[src/rtl/store_buffer_pkg.sv]
// -----------------------------------------------------------------------------
// store_buffer_pkg
// Shared definitions for the committed-store buffer and its load-merge logic.
//   SB_DEPTH   : default number of buffered stores
//   LANES      : byte lanes per 32-bit word
//   LANE_W     : bits per byte lane
//   sb_entry_t : one buffered store {word address, byte enables, data, pc}
// -----------------------------------------------------------------------------
package store_buffer_pkg;

  localparam int SB_DEPTH = 4;
  localparam int LANES    = 4;
  localparam int LANE_W   = 8;

  typedef struct packed {
    logic [29:0] addr_w;  // word address (byte address bits [31:2])
    logic [3:0]  be;      // bit i enables byte lane i
    logic [31:0] wdata;   // lane-aligned store data
    logic [31:0] pc;      // pc of the store, for the memory write log
  } sb_entry_t;

endpackage

[src/rtl/store_buffer_merge.sv]
// -----------------------------------------------------------------------------
// sb_merge
// Purely combinational load-forwarding merge. For every byte lane the valid
// entries are scanned oldest to youngest; the youngest entry whose word
// address matches the load and whose byte enable is set supplies that lane,
// otherwise the lane comes from the memory read data.
// Ports:
//   entries_i  : entry storage array
//   rd_ptr_i   : index of the oldest entry
//   count_i    : number of valid entries
//   ld_addr_i  : load byte address
//   dm_rdata_i : combinational memory read data for ld_addr_i
//   ld_data_o  : merged load data
//   ld_hit_o   : at least one lane was supplied by the buffer
// -----------------------------------------------------------------------------
module sb_merge
  import store_buffer_pkg::*;
#(
  parameter int DEPTH = SB_DEPTH,
  localparam int PTR_W = $clog2(DEPTH),
  localparam int CNT_W = PTR_W + 1
) (
  input  sb_entry_t        entries_i [DEPTH],
  input  logic [PTR_W-1:0] rd_ptr_i,
  input  logic [CNT_W-1:0] count_i,
  input  logic [31:0]      ld_addr_i,
  input  logic [31:0]      dm_rdata_i,
  output logic [31:0]      ld_data_o,
  output logic             ld_hit_o
);

  logic [LANES-1:0] lane_hit;

  // Byte offset does not select lanes; the whole word is merged.
  logic unused_ld_lo;
  assign unused_ld_lo = ^ld_addr_i[1:0];

  for (genvar gi = 0; gi < LANES; gi++) begin : g_lane
    logic [LANE_W-1:0] lane_data;
    logic              lane_src_buf;
    logic [PTR_W-1:0]  idx;

    always_comb begin
      lane_data    = dm_rdata_i[gi*LANE_W +: LANE_W];
      lane_src_buf = 1'b0;
      idx          = '0;
      // Walking oldest to youngest lets later matches overwrite earlier ones,
      // so the youngest matching store wins.
      for (int i = 0; i < DEPTH; i++) begin
        idx = rd_ptr_i + PTR_W'(i);
        if ((CNT_W'(i) < count_i) &&
            (entries_i[idx].addr_w == ld_addr_i[31:2]) &&
            entries_i[idx].be[gi]) begin
          lane_data    = entries_i[idx].wdata[gi*LANE_W +: LANE_W];
          lane_src_buf = 1'b1;
        end
      end
    end

    assign ld_data_o[gi*LANE_W +: LANE_W] = lane_data;
    assign lane_hit[gi]                   = lane_src_buf;
  end

  assign ld_hit_o = |lane_hit;

endmodule

[src/rtl/store_buffer.sv]
// -----------------------------------------------------------------------------
// store_buffer
// FIFO of committed stores between the MEM stage and the data memory. Accepts
// one store per cycle, drains the oldest store per cycle when the memory write
// port is free, and forwards buffered bytes to loads.
// Ports:
//   clk, reset             : clock, asynchronous active-low reset
//   st_valid/st_ready      : store push handshake (ready = count < DEPTH)
//   st_addr/st_be/st_wdata/st_pc : store payload
//   drain_en               : memory write port free this cycle
//   dm_we/dm_addr/dm_be/dm_wdata/dm_pc : oldest entry toward the data memory
//   ld_addr/dm_rdata       : load address and raw memory read data
//   ld_data/ld_hit         : merged load data and buffer-hit flag
//   empty                  : no stores pending
// -----------------------------------------------------------------------------
module store_buffer
  import store_buffer_pkg::*;
#(
  parameter int DEPTH = SB_DEPTH,
  localparam int PTR_W = $clog2(DEPTH),
  localparam int CNT_W = PTR_W + 1
) (
  input  logic        clk,
  input  logic        reset,
  input  logic        st_valid,
  output logic        st_ready,
  input  logic [31:0] st_addr,
  input  logic [3:0]  st_be,
  input  logic [31:0] st_wdata,
  input  logic [31:0] st_pc,
  input  logic        drain_en,
  output logic        dm_we,
  output logic [31:0] dm_addr,
  output logic [3:0]  dm_be,
  output logic [31:0] dm_wdata,
  output logic [31:0] dm_pc,
  input  logic [31:0] ld_addr,
  input  logic [31:0] dm_rdata,
  output logic [31:0] ld_data,
  output logic        ld_hit,
  output logic        empty
);

  sb_entry_t        entries_q [DEPTH];
  logic [PTR_W-1:0] rd_ptr_q, rd_ptr_d;
  logic [PTR_W-1:0] wr_ptr_q, wr_ptr_d;
  logic [CNT_W-1:0] count_q, count_d;
  logic             push, pop;
  sb_entry_t        head;

  // Byte offset is dropped on store; the entry holds a word address.
  logic unused_st_lo;
  assign unused_st_lo = ^st_addr[1:0];

  // Ready depends only on registered count: a full buffer never accepts a
  // push in the same cycle it pops.
  assign st_ready = (count_q < CNT_W'(DEPTH));
  assign empty    = (count_q == '0);
  assign push     = st_valid && st_ready;
  assign pop      = drain_en && !empty;
  assign dm_we    = pop;

  assign head     = entries_q[rd_ptr_q];
  assign dm_addr  = {head.addr_w, 2'b00};
  assign dm_be    = head.be;
  assign dm_wdata = head.wdata;
  assign dm_pc    = head.pc;

  always_comb begin
    rd_ptr_d = rd_ptr_q;
    wr_ptr_d = wr_ptr_q;
    count_d  = count_q;
    if (push) wr_ptr_d = wr_ptr_q + 1'b1;
    if (pop)  rd_ptr_d = rd_ptr_q + 1'b1;
    case ({push, pop})
      2'b10:   count_d = count_q + 1'b1;
      2'b01:   count_d = count_q - 1'b1;
      default: count_d = count_q;
    endcase
  end

  always_ff @(posedge clk or negedge reset) begin
    if (!reset) begin
      rd_ptr_q <= '0;
      wr_ptr_q <= '0;
      count_q  <= '0;
      for (int i = 0; i < DEPTH; i++) entries_q[i] <= '0;
    end else begin
      rd_ptr_q <= rd_ptr_d;
      wr_ptr_q <= wr_ptr_d;
      count_q  <= count_d;
      if (push) begin
        entries_q[wr_ptr_q] <= '{addr_w: st_addr[31:2], be: st_be,
                                 wdata: st_wdata, pc: st_pc};
      end
    end
  end

  // The entry being popped still participates (its write lands at the edge);
  // a store pushed this cycle is not yet in count_q and so does not.
  sb_merge #(.DEPTH(DEPTH)) u_merge (
    .entries_i  (entries_q),
    .rd_ptr_i   (rd_ptr_q),
    .count_i    (count_q),
    .ld_addr_i  (ld_addr),
    .dm_rdata_i (dm_rdata),
    .ld_data_o  (ld_data),
    .ld_hit_o   (ld_hit)
  );

endmodule

[config.mk]
export PLATFORM = sky130hd
export DESIGN_NAME = store_buffer
export DESIGN_NICKNAME = d
export VERILOG_FILES = /design/src/rtl/store_buffer_pkg.sv /design/src/rtl/store_buffer_merge.sv /design/src/rtl/store_buffer.sv
export SDC_FILE = /design/constraint.sdc
export NUM_CORES = 1
export LEC_CHECK = 0
export BUFFER_PORTS_ARGS = -buffer_cell sky130_fd_sc_hd__buf_2
export CORE_UTILIZATION = 30
export DETAILED_ROUTE_END_ITERATION = 10
export REMOVE_ABC_BUFFERS = 1
export SLEW_MARGIN = 20
export SYNTH_ARGS = -nofsm -noshare
export SYNTH_HDL_FRONTEND = slang
export SYNTH_SLANG_ARGS = --single-unit
[constraint.sdc]
create_clock -name clk -period 5.4 [get_ports clk]
set_input_delay 1.08 -clock clk [delete_from_list [all_inputs] [get_ports clk]]
set_output_delay 1.08 -clock clk [all_outputs]
set_load 0.02 [all_outputs]
==> results.md <==
- Total Power: 24.09 mW
- EDFF count, synth: 0
- DP HPWL: 65720 um
- Initial antenna violation count: 27
- Fraction of layout cells with a size suffix above 1: 46.40%
- Post-CTS Hold Buffers: 0
- H-tree Lvls: 2
- Final setup viols: 32
- Lkg Pwr: 14.11 nW
- Pin count of the biggest net entering global routing: 120
- Die Ht: 299.5 um
- Die area: 0.08972 mm^2
- Routed WL: 94940 um
- GRT Residual Overflow: 0
- Vias: 21700
- Placed Area: 0.03012 mm^2
- Drt first-iter violations: 1737
- Placed cell count: 3781
- Maximum fanout along the worst path: 18
- GR Util All Layers: 20.68%
- CTS clock-pin slew for the worst setup and hold paths: 0.07 ns
- Critical Path RT: 4.32 ns
- Setup TNS: -4.864 ns
- Outcome: finished, violations left
- Hold Violations, Final: 0
- Synth Instances: 2356
- Worst slew margin: 31.00%
- Core footprint: 0.08716 mm^2
- Post-route DRC: 0
- RSZ-0062 raised after global routing: yes
- Synth-to-layout area growth: 25.39%
- P per Cell Area: 723.4 mW/mm^2
- Max-Cap Viols: 0
- Yosys Warn Count: 0
- Seq cells post-synth: 399
- Min Hold Slack: 0.4315 ns
- Worst vdd ir: 0.0003623 V
- Clk root buf: clkbuf_16
- Minimum clock period: 5.631 ns
- Via/cell ratio: 5.549
- Max Clk Rate: 177.6 MHz
- Period utilisation layout: 104.3%
- Clk sinks: 399
- Routability congestion estimate: 0.9848
- Syn avg cell area: 11.27 um^2
- Post-DRT Antenna Nets: 0
- Nature of the critical path endpoint: primary output
- First-pass GRT wire length: 140300 um
- DIE WIDTH: 299.5 um
- CTS buffer count: 51
- Number of global-route vias before repair: 21420
- Final Max Tran Viols: 0
- WS Path Type: flop to primary output
- Clock Path Buffers: 3
- Starting Density: 30.47%
- Worst-Margin Slew: 1.033 ns
- Clk_skew: 0.01837 ns
- Fraction of registers with async set or reset after synthesis: 100.0%
- Violated checks: negative setup slack
- Clock latency on the worst-skew pair: 0.63 ns
- Port Buffer Count: 297
- Net count, final: 2886
- Count of cell types in the netlist: 82
- Fin area: 0.03330 mm^2
- Synth Flop Type: dfrtp_1
- Final std cells w/o fill: 3910
- FILL cells: 8601
- First-pass DRT Iterations: 5
- Avg WL per Cell: 24.28 um
- Row Count: 108
- Arrival time at the worst endpoint: 4.55 ns
- Worst Hold Class: input pin to asynchronous set/reset pin
- Post-synthesis sequential area ratio: 37.60%
- Top Ports: 304
- Kind of start point of the critical path: flop
- PnR worst setup slack: -0.2312 ns
- Mapped Area: 0.02656 mm^2
- TritonCTS clock tree: yes
## report_power, final
| part | total [mW] | switching (mW) | internal [mW] | leakage (nW) |
|---|---|---|---|---|
| clock network | 3.53 | 1.42 | 2.10 | 0.833 |
| registers | 5.76 | 1.24 | 4.52 | 4.80 |
| logic | 14.8 | 8.07 | 6.74 | 8.48 |
## synthesized netlist by cell type (6+ instances only)
cell	instances	area share [%]
mux2_2	469	20
dfrtp_1	399	38
mux2i_1	204	7.7
nand2_1	106	1.5
nor2_1	93	1.3
mux4_2	80	6.8
xnor2_1	80	2.6
a21oi_1	77	1.5
clkbuf_1	74	1.0
o22ai_1	62	1.5
buf_1	49	0.69
nor3_1	44	0.83
or4_1	39	1.1
buf_2	38	0.72
o21ai_0	37	0.70
a21o_1	33	0.93
or3_1	28	0.66
o21ai_1	27	0.51
o31ai_1	27	0.76
nand4_1	24	0.57
a21boi_0	23	0.65
inv_1	22	0.31
nor4_1	19	0.45
nand2b_1	18	0.42
o21a_1	17	0.48
and2_1	15	0.35
buf_4	15	0.42
nor2b_1	15	0.35
o31a_1	14	0.46
a211oi_1	12	0.34
nand3_1	11	0.21
a22oi_1	9	0.25
a2bb2oi_1	9	0.30
ha_1	9	0.42
o2111ai_1	9	0.30
o221ai_1	9	0.30
o2bb2ai_1	9	0.30
xor2_1	9	0.30
nor4b_1	8	0.26
o211ai_1	8	0.23
a221oi_1	7	0.23
a31oi_1	7	0.16
buf_6	7	0.30
a2111oi_0	6	0.20
buf_12	6	0.45
## sequential cells by signal, indices dropped and copies added, names as in the netlist
register   cells
rd_ptr_q       2
count_q        3
entries_q    392
wr_ptr_q       2
## routing by layer
layer	wire length [um]	GRT usage, %	vias up
met5	302	0	-
met4	3688	8.333	32
met3	7327	5.161	225
met2	42630	32.24	783
met1	40990	27.35	10930
li1	-	-	9726
## layout make-up
cell class	count	area (um^2)	share of cell area, %
Multi-Input combinational cell	1747	16390	49.21
Antenna cell	5	12.51	0.03757
Tap cell	1155	1445	4.340
Clock inverter	19	231.5	0.6951
Sequential cell	399	9992	30.01
Timing Repair Buffer	488	3656	10.98
Clock buffer	75	1488	4.468
Inverter	22	87.58	0.2630
## path summary, 6_finish.rpt
path	depth (start not counted)	startpoint	slack, ns	end
hold reg to reg	1	entries_q[124]	0.50	entries_q[124]
setup reg to reg	4	count_q[2]	2.55	entries_q[335]
setup / recovery	13	rd_ptr_q[1]	-0.23	ld_data[29]
hold / removal	1	reset	0.43	entries_q[151]
min in group clk	1	entries_q[124]	0.50	entries_q[124]
max in group asynchronous	2	reset	3.84	entries_q[100]
## what timing repair did
| item | in CTS | in global routing |
|---|---|---|
| setup buffers | 17 | 8 |
| cloned | 4 | 2 |
| gates resized for setup | 159 | 111 |
| endpoints found under the hold margin | 0 | 0 |
| pin swaps | 33 | 27 |
| setup endpoints to repair | 33 | 33 |
## worst max-delay path: stages (launching register included)
cell      delay, ns
dfrtp_4        0.52
buf_12         0.14
buf_12         0.17
mux2i_4        0.28
o22ai_2        0.12
or4_4          0.45
a222oi_1       0.45
nand4_1        0.26
or3_4          0.43
a2111o_1       0.38
buf_12         0.18
a21boi_1       0.12
o21ai_1        0.20
buf_4          0.18
## metrics by stage
| step | setup WS (ns) | utilization [%] |
|---|---|---|
| floorplan | -10.55 | - |
| global placement | -0.09865 | 34.56 |
| detailed placement | -0.02246 | 34.56 |
| CTS | -0.2951 | 37.52 |
| global route | -0.3788 | 38.19 |
| finish | -0.2312 | 38.21 |
## cell families after synthesis
logic type	share of synthesized area, %
buf+inv	3.995
fa+ha+maj	0.4240
simple gates	8.933
mux	34.76
compound gates	11.35
flops	37.60
other cells	0.01412
xor+xnor	2.935
## placed cells by master (no fill, tap or decap), drive strengths merged, types with 15 or more instances in the layout
| master | Yosys | routed |
|---|---|---|
| o31ai | 27 | 27 |
| a21oi | 77 | 77 |
| inv | 22 | 25 |
| o21a | 17 | 17 |
| nor2b | 15 | 15 |
| mux4 | 84 | 84 |
| o22ai | 62 | 62 |
| nand4 | 24 | 24 |
| o21ai | 64 | 64 |
| nor3 | 45 | 45 |
| a21o | 33 | 33 |
| nor2 | 97 | 97 |
| nand2b | 18 | 18 |
| nand2 | 106 | 106 |
| clkbuf | 74 | 77 |
| buf | 116 | 485 |
| xnor2 | 80 | 80 |
| or3 | 28 | 28 |
| nor4 | 19 | 19 |
| or4 | 39 | 39 |
| a21boi | 24 | 24 |
| dfrtp | 399 | 399 |
| mux2 | 469 | 469 |
| and2 | 15 | 15 |
| mux2i | 204 | 204 |
(Power assumes the default switching activity.)
